## src/rtl/pc_sequencer.sv

```systemverilog
// Program counter sequencer: registers the next fetch address (sequential, branch, jump, stall hold, halt) after a boot hold.
// Defining PC_SEQ_PERF_EN adds saturating fetch_count/stall_count performance counters.
module pc_sequencer #(
  parameter logic [31:0] RESET_VECTOR = 32'h0000_0064,
  parameter int unsigned BOOT_CYCLES  = 2
`ifdef PC_SEQ_PERF_EN
  ,
  parameter int unsigned CNT_W        = 32
`endif
) (
  input  logic        clk,
  input  logic        reset_n,
  input  logic        stall,
  input  logic        branch_taken,
  input  logic [15:0] branch_offset,
  input  logic        jump,
  input  logic [25:0] jump_index,
  input  logic        halt,
  output logic [31:0] pc_out,
  output logic [31:0] pc_plus4,
  output logic        pc_valid,
  output logic        flush,
  output logic        halted
`ifdef PC_SEQ_PERF_EN
  ,
  output logic [CNT_W-1:0] fetch_count,
  output logic [CNT_W-1:0] stall_count
`endif
);

  typedef enum logic [1:0] {ST_BOOT, ST_RUN, ST_STALL, ST_HALTED} state_t;

  localparam logic [31:0] BOOT_LAST = 32'(BOOT_CYCLES - 1);

  state_t      state_q, state_d;
  logic [31:0] pc_q, pc_d;
  logic [31:0] boot_cnt_q, boot_cnt_d;
  logic        flush_q, flush_d;
  logic [31:0] br_target, jmp_target;

  assign pc_plus4   = pc_q + 32'd4;
  assign br_target  = pc_plus4 + {{14{branch_offset[15]}}, branch_offset, 2'b00};
  assign jmp_target = {pc_plus4[31:28], jump_index, 2'b00};

  always_comb begin
    state_d    = state_q;
    pc_d       = pc_q;
    boot_cnt_d = boot_cnt_q;
    flush_d    = 1'b0;
    unique case (state_q)
      ST_BOOT: begin
        boot_cnt_d = boot_cnt_q + 32'd1;
        if (boot_cnt_q == BOOT_LAST) begin
          state_d = ST_RUN;
        end
      end
      ST_RUN, ST_STALL: begin
        // A redirect overrides a concurrent stall; jump outranks branch.
        if (halt) begin
          state_d = ST_HALTED;
        end else if (jump) begin
          pc_d    = jmp_target;
          flush_d = 1'b1;
          state_d = ST_RUN;
        end else if (branch_taken) begin
          pc_d    = br_target;
          flush_d = 1'b1;
          state_d = ST_RUN;
        end else if (stall) begin
          state_d = ST_STALL;
        end else begin
          pc_d    = pc_plus4;
          state_d = ST_RUN;
        end
      end
      ST_HALTED: begin
        state_d = ST_HALTED;
      end
      default: begin
        state_d = ST_BOOT;
      end
    endcase
  end

  always_ff @(posedge clk) begin
    if (!reset_n) begin
      state_q    <= ST_BOOT;
      pc_q       <= RESET_VECTOR;
      boot_cnt_q <= 32'd0;
      flush_q    <= 1'b0;
    end else begin
      state_q    <= state_d;
      pc_q       <= pc_d;
      boot_cnt_q <= boot_cnt_d;
      flush_q    <= flush_d;
    end
  end

  assign pc_out   = pc_q;
  assign pc_valid = (state_q == ST_RUN) || (state_q == ST_STALL);
  assign flush    = flush_q;
  assign halted   = (state_q == ST_HALTED);

`ifdef PC_SEQ_PERF_EN
  logic [CNT_W-1:0] fetch_cnt_q, fetch_cnt_d;
  logic [CNT_W-1:0] stall_cnt_q, stall_cnt_d;
  logic             fetch_inc, stall_inc;

  // Leaving RUN/STALL into RUN always means pc_out was updated this edge.
  assign fetch_inc = pc_valid && (state_d == ST_RUN);
  assign stall_inc = (state_d == ST_STALL);

  always_comb begin
    fetch_cnt_d = fetch_cnt_q;
    stall_cnt_d = stall_cnt_q;
    if (fetch_inc && (fetch_cnt_q != '1)) begin
      fetch_cnt_d = fetch_cnt_q + CNT_W'(1);
    end
    if (stall_inc && (stall_cnt_q != '1)) begin
      stall_cnt_d = stall_cnt_q + CNT_W'(1);
    end
  end

  always_ff @(posedge clk) begin
    if (!reset_n) begin
      fetch_cnt_q <= '0;
      stall_cnt_q <= '0;
    end else begin
      fetch_cnt_q <= fetch_cnt_d;
      stall_cnt_q <= stall_cnt_d;
    end
  end

  assign fetch_count = fetch_cnt_q;
  assign stall_count = stall_cnt_q;
`endif

endmodule
```

## config.mk

```make
export PLATFORM = sky130hd
export DESIGN_NAME = pc_sequencer
export DESIGN_NICKNAME = d
export VERILOG_FILES = /design/src/rtl/pc_sequencer.sv
export SDC_FILE = /design/constraint.sdc
export NUM_CORES = 1
export LEC_CHECK = 0
export BUFFER_PORTS_ARGS = -buffer_cell sky130_fd_sc_hd__buf_2
export CAP_MARGIN = 20
export CORE_AREA = 5 5 109 111
export DETAILED_ROUTE_END_ITERATION = 12
export DIE_AREA = 0 0 114 116
export PLACE_DENSITY = 0.87
export SYNTH_ARGS = -nofsm -noshare
export SYNTH_HDL_FRONTEND = slang
export SYNTH_SLANG_ARGS = --single-unit
```

## constraint.sdc

```tcl
create_clock -name clk -period 3.13 [get_ports clk]
set_input_delay 0 -clock clk [delete_from_list [all_inputs] [get_ports clk]]
set_output_delay 0 -clock clk [all_outputs]
set_load 0.1 [all_outputs]
```

**Word-level counts from Yosys, hierarchy flattened**

Cells that the tools add are included.

- Register bits after elaboration: 67

- Bitwise logic cells: 3
- $add $sub $neg: 3
- Mux-type cells: 11
- Equal/unequal tests: 6
- Reduce and logical (&&, ||, !) cells: 5

Operators by type and width:

| kind | number |
|---|---|
| 32-bit 2-to-1 mux | 3 |
| 32-bit by 1-bit adder with 32-bit output (second input constant) | 1 |
| 32-bit by 3-bit adder with 32-bit output (second input constant) | 1 |
| 32-bit adder | 1 |
| 32-bit by 1-bit equality test with 1-bit output (second input constant) | 1 |
| 2-bit 2-to-1 mux | 5 |
| 2-bit case mux with 3 select lines | 1 |
| 2-bit equality test (second input constant) | 2 |
| 3-bit by 1-bit != test with 1-bit output (second input constant) | 1 |
| 1-bit inverter | 3 |
| 3-bit AND reduction | 1 |
| 3-bit OR reduction | 1 |
| 2-bit by 1-bit equality test with 1-bit output (second input constant) | 1 |
| 2-bit logical NOT | 1 |
| 1-bit 2-to-1 mux | 2 |
| 2-bit != test (second input constant) | 1 |
| 2-bit OR reduction | 1 |
| 1-bit logical OR | 1 |

**Longest topological paths before layout**

- Word-level depth: 5
- Depth in mapped cells: 16
- Depth with buffers taken out: 15

**Least setup slack after synthesis**

Ideal clock, no wire load.

- Kind: register to register
- Start: register pc_q[3], in the netlist pc_out[3]
- End: register pc_q[31], in the netlist pc_out[31]
- Cell stages (with the launch flop): 17
- Library setup time: 120 ps
- Setup slack: -2,615 ps
- Arrival time: 5,625 ps
- Path buffers: 1
- Path through: dfxtp_1 > ha_1 > nand3_1 > nor3_1 > and2_0 > buf_2 > nand3_1 > xnor2_1 > ha_1 > a21oi_1 > o21ai_0 > o21ai_0 > o211ai_1 > a211o_1 > o211ai_1 > xnor2_1 > o21ai_1

- Longest elaborated chain between the ends: 4

Ends and longest elaborated chain:

| what | line | RTL |
|---|---|---|
| start: declaration | 36 | `logic [31:0] pc_q, pc_d;` |
| start signal: assignment | 93 | `pc_q <= pc_d;` |
| 32-bit by 3-bit adder with 32-bit output | 41 | `assign pc_plus4 = pc_q + 32'd4;` |
| named net pc_plus4[24] | 20 | `output logic [31:0] pc_plus4,` |
| 32-bit adder | 42 | `assign br_target = pc_plus4 + {{14{branch_offset[15]}}, branch_offset, 2'b00};` |
| 32-bit 2-to-1 mux | 65 | `end else if (branch_taken) begin` |
| 32-bit 2-to-1 mux | 61 | `end else if (jump) begin` |

The timed path passes the listed nets, and every way through them passes these cells. The select of a mux whose other input is x is not followed.
A chain may end at the register's enable or synchronous reset.

**Worst setup path in the final report**

- Start: register pc_q[5], in the netlist pc_out[5]
- End: register pc_q[28], in the netlist pc_out[28]

- Longest elaborated chain between the ends: 4

Ends and longest elaborated chain:

| what | line |
|---|---|
| 32-bit by 3-bit adder with 32-bit output * | 41 |
| 32-bit adder or 32-bit 2-to-1 mux (tied branches) | 42, 69 |
| 32-bit 2-to-1 mux | 65 |
| 32-bit 2-to-1 mux * | 61 |

Every way passes the cells marked *; elsewhere a longest branch is shown, timed or not. The select of a mux whose other input is x is not followed.

==> reports/metrics.yaml <==
stdcell_count: 1063
num_rows: 38
period_share: 1.17
fin_skew_ns: 0.00867
critPathLaunchType: "flip-flop"
nets: 1007
status: "complete, but fails checks"
place.gp.congestion: 0.953
r2r_cells: 16
maxCapViolations: 0
antenna_found_initial: 1
vdd_ir_drop_max_uv: 614
final-max-slew-violation-count: 0
ys_seq_area_frac: 0.244
fp.dieW_microns: 114
critical-path-max-stage-delay_ns: 0.45
synth_edf_count: 0
yosysWarningCount: 0
wl_per_cell_microns: 23.3
crit_start: "pc_out[5]"
placed_cells_incl_taps: 1014
die_h_microns: 116
finalHoldViolCount: 0
synth_top_area_frac: 0.244
post_synth.cell_area_avg_sq_um: 7.73
synth_top_area_cell: "dfxtp_1"
first_pass_iters: 11
regToRegSetupSlack_ns: -0.54
fmax_ghz: 0.272
synth_ff_type: "dfxtp_1"
area_growth_syn_to_layout_pct: 55.2
cts_tree: "built"
dpl.hpwl_microns: 14300
overflow: 0
synthArstFlopShare: 0
fillers: 619
synthesis.area_sq_um: 5330
final_core_util: 0.774
routed_wl_microns: 24800
grt_max_degree: 45
path_delay_family: "compound AO/OA/AOI/OAI gates"
htreeDepth: 3
vias: 7073
grt_usage: 0.333
ant_nets: 0
end_kind: "flip-flop"
setup_slack_ns: -0.544
synth_commonest_cells: "80 x nand2_1, 65 x dfxtp_1, 53 x o21ai_0"
io_pins: 115
hold_end: "pc_out[23]"
numCtsBuffers: 9
vias_per_cell: 6.65
cts-root-buf: "clkbuf_8"
yosysUniqueCellTypes: 68
drcViolationCount: 0
hold_class: "input port to flip-flop"
path_clk_slew_ns: 0.09
io_buffers: 110
synth.top_cells.by_area: "dfxtp_1 24%, ha_1 9.6%, xnor2_1 8.2%"
synth_cells: 690
violations: "negative setup slack"
grt_pass1_vias: 6870
start_util: 0.498
finalSetupViolations: 21
hold_start: "jump_index[21]"
critPathMaxFanout: 5
worstSetupPathType: "flip-flop to flip-flop"
drt_iter0_drc: 972
r2r_start: "pc_out[5]"
slew_headroom: 0.510
clock_sinks: 65
worstPathCellList: "nand2_2 > or3_4 > nor2_4 > and3_4 > xor2_4 > ha_4 > a41oi_2 > o21ai_2 > a22oi_2 > buf_4 > nand2_4 > o21a_1 > a221oi_2 > xnor2_1 > nand2_1 > a21oi_2"
worstSkewPairLatency_ns: 0.37
leakage_nw: 3.65
core_area_sq_um: 10700
tightest_slew_ns: 0.735
die_area_sq_um: 13200
critPathBufInv: 1
drive_above_1_share: 0.413
r2r-end: "pc_out[28]"
required_ns: 3.43
grt_pass1_wl_microns: 35300
synth.most_common_cell: "nand2_1"
ys_ff_latch: 65
rsz0062_at_grt: "yes"
period_minus_slack_ns: 3.67
power_per_cell_area_nw_per_um2: 561
critPathArrivalTime_ns: 3.97
cts_buffer_depth: 2
min_path_cells: 4
cp_slowest_cell: "or3_4"
-- how the worst max path moves through the flow --
stage | to | slack (ns) | cells after the start
2_1_floorplan | pc_out[30] | -0.90 | 15
3_3_place_gp | pc_out[31] | -0.25 | 13
3_5_place_dp | pc_out[25] | -0.31 | 16
4_1_cts | pc_out[26] | -0.21 | 15
5_1_grt | pc_out[30] | -0.61 | 16
6_report | pc_out[28] | -0.54 | 16
-- repair_timing --
item | in CTS | in global routing
setup buffers | 8 | 13
setup endpoints to repair | 20 | 23
hold buffers | 11 | 0
gates resized for setup | 51 | 32
pin swaps | 20 | 28
endpoints found under the hold margin | 10 | 0
-- final cells by class --
class,instances,area (sq um),share of cell area
multi-input combinational,582,4870,0.588
timing repair buffer,241,1580,0.191
sequential,65,1370,0.166
tap,140,175,0.0212
clock buffer,10,149,0.0180
inverter,18,67.6,0.00816
clock inverter,6,53.8,0.00650
antenna,1,2.50,0.000302
-- registers in the layout, summed over array words and instances, names as in the netlist --
register,count
boot_cnt_q,32
pc_out,30
flush,1
state_q,2
-- placed cells by master (no fill, tap or decap), types with 7 or more instances in the layout --
cell / count
o21ai_0: 33
mux2i_1: 7
dfxtp_4: 18
xor2_1: 13
clkbuf_8: 9
o21ai_1: 14
o211ai_1: 9
nand4_1: 13
a21oi_1: 35
buf_2: 110
buf_4: 114
a21oi_2: 8
nand3_1: 21
and3_1: 7
xnor2_1: 33
nand2_1: 76
and2_1: 40
dlygate4sd3_1: 11
a211oi_1: 10
nor4_1: 7
ha_4: 16
xnor2_4: 15
inv_1: 17
xor2_4: 10
a21boi_0: 8
o21ai_2: 7
ha_1: 23
dfxtp_1: 43
nor2_1: 42
-- tightest hold or removal path, delay by kind of cell --
family	cells	cell delay [ns]
AOI/OAI and AO/OA	3	0.26
buffers and inverters	1	0.08
-- cell families after synthesis --
family | after synthesis | synth area share
xor gates and xnor gates | 75 | 0.125
muxes | 7 | 0.0131
AOI/OAI and AO/OA | 181 | 0.217
buffers and inverters | 46 | 0.0359
DFF | 65 | 0.244
other | 1 | 0.000703
and+or+nand+nor | 273 | 0.264
adders and majority gates | 42 | 0.100
-- routing by layer --
layer,vias up,routed length [microns],part of all wire,GRT usage
met1,3294,8500,0.34,0.378
met5,-,0,0,0
met3,236,2880,0.12,0.0924
met2,618,11200,0.45,0.568
met4,0,2130,0.086,0.185
li1,2925,-,-,-
-- metrics by stage --
step	total power, mW	hold slack, ns	setup TNS [ns]	instance area [sq um]	setup WS, ns
3_3_place_gp	3.47	0.205	-1.79	7450	-0.245
3_5_place_dp	3.54	0.222	-3.21	7450	-0.305
4_1_cts	4.39	0.0000799	-1.02	8040	-0.206
2_1_floorplan	2.93	0.0757	-13.99	6110	-0.904
6_report	4.64	0.00748	-5.12	8280	-0.544
5_1_grt	4.80	0.0292	-7.18	8280	-0.612
-- power by group --
| part | switching, mW | leakage [nW] | internal, mW |
|---|---|---|---|
| Combinational | 1.98 | 3.01 | 0.887 |
| Sequential | 0.0956 | 0.540 | 0.919 |
| Clock | 0.409 | 0.101 | 0.353 |
| Total | 2.49 | 3.65 | 2.16 |
Power figures use the tool's default switching activity.
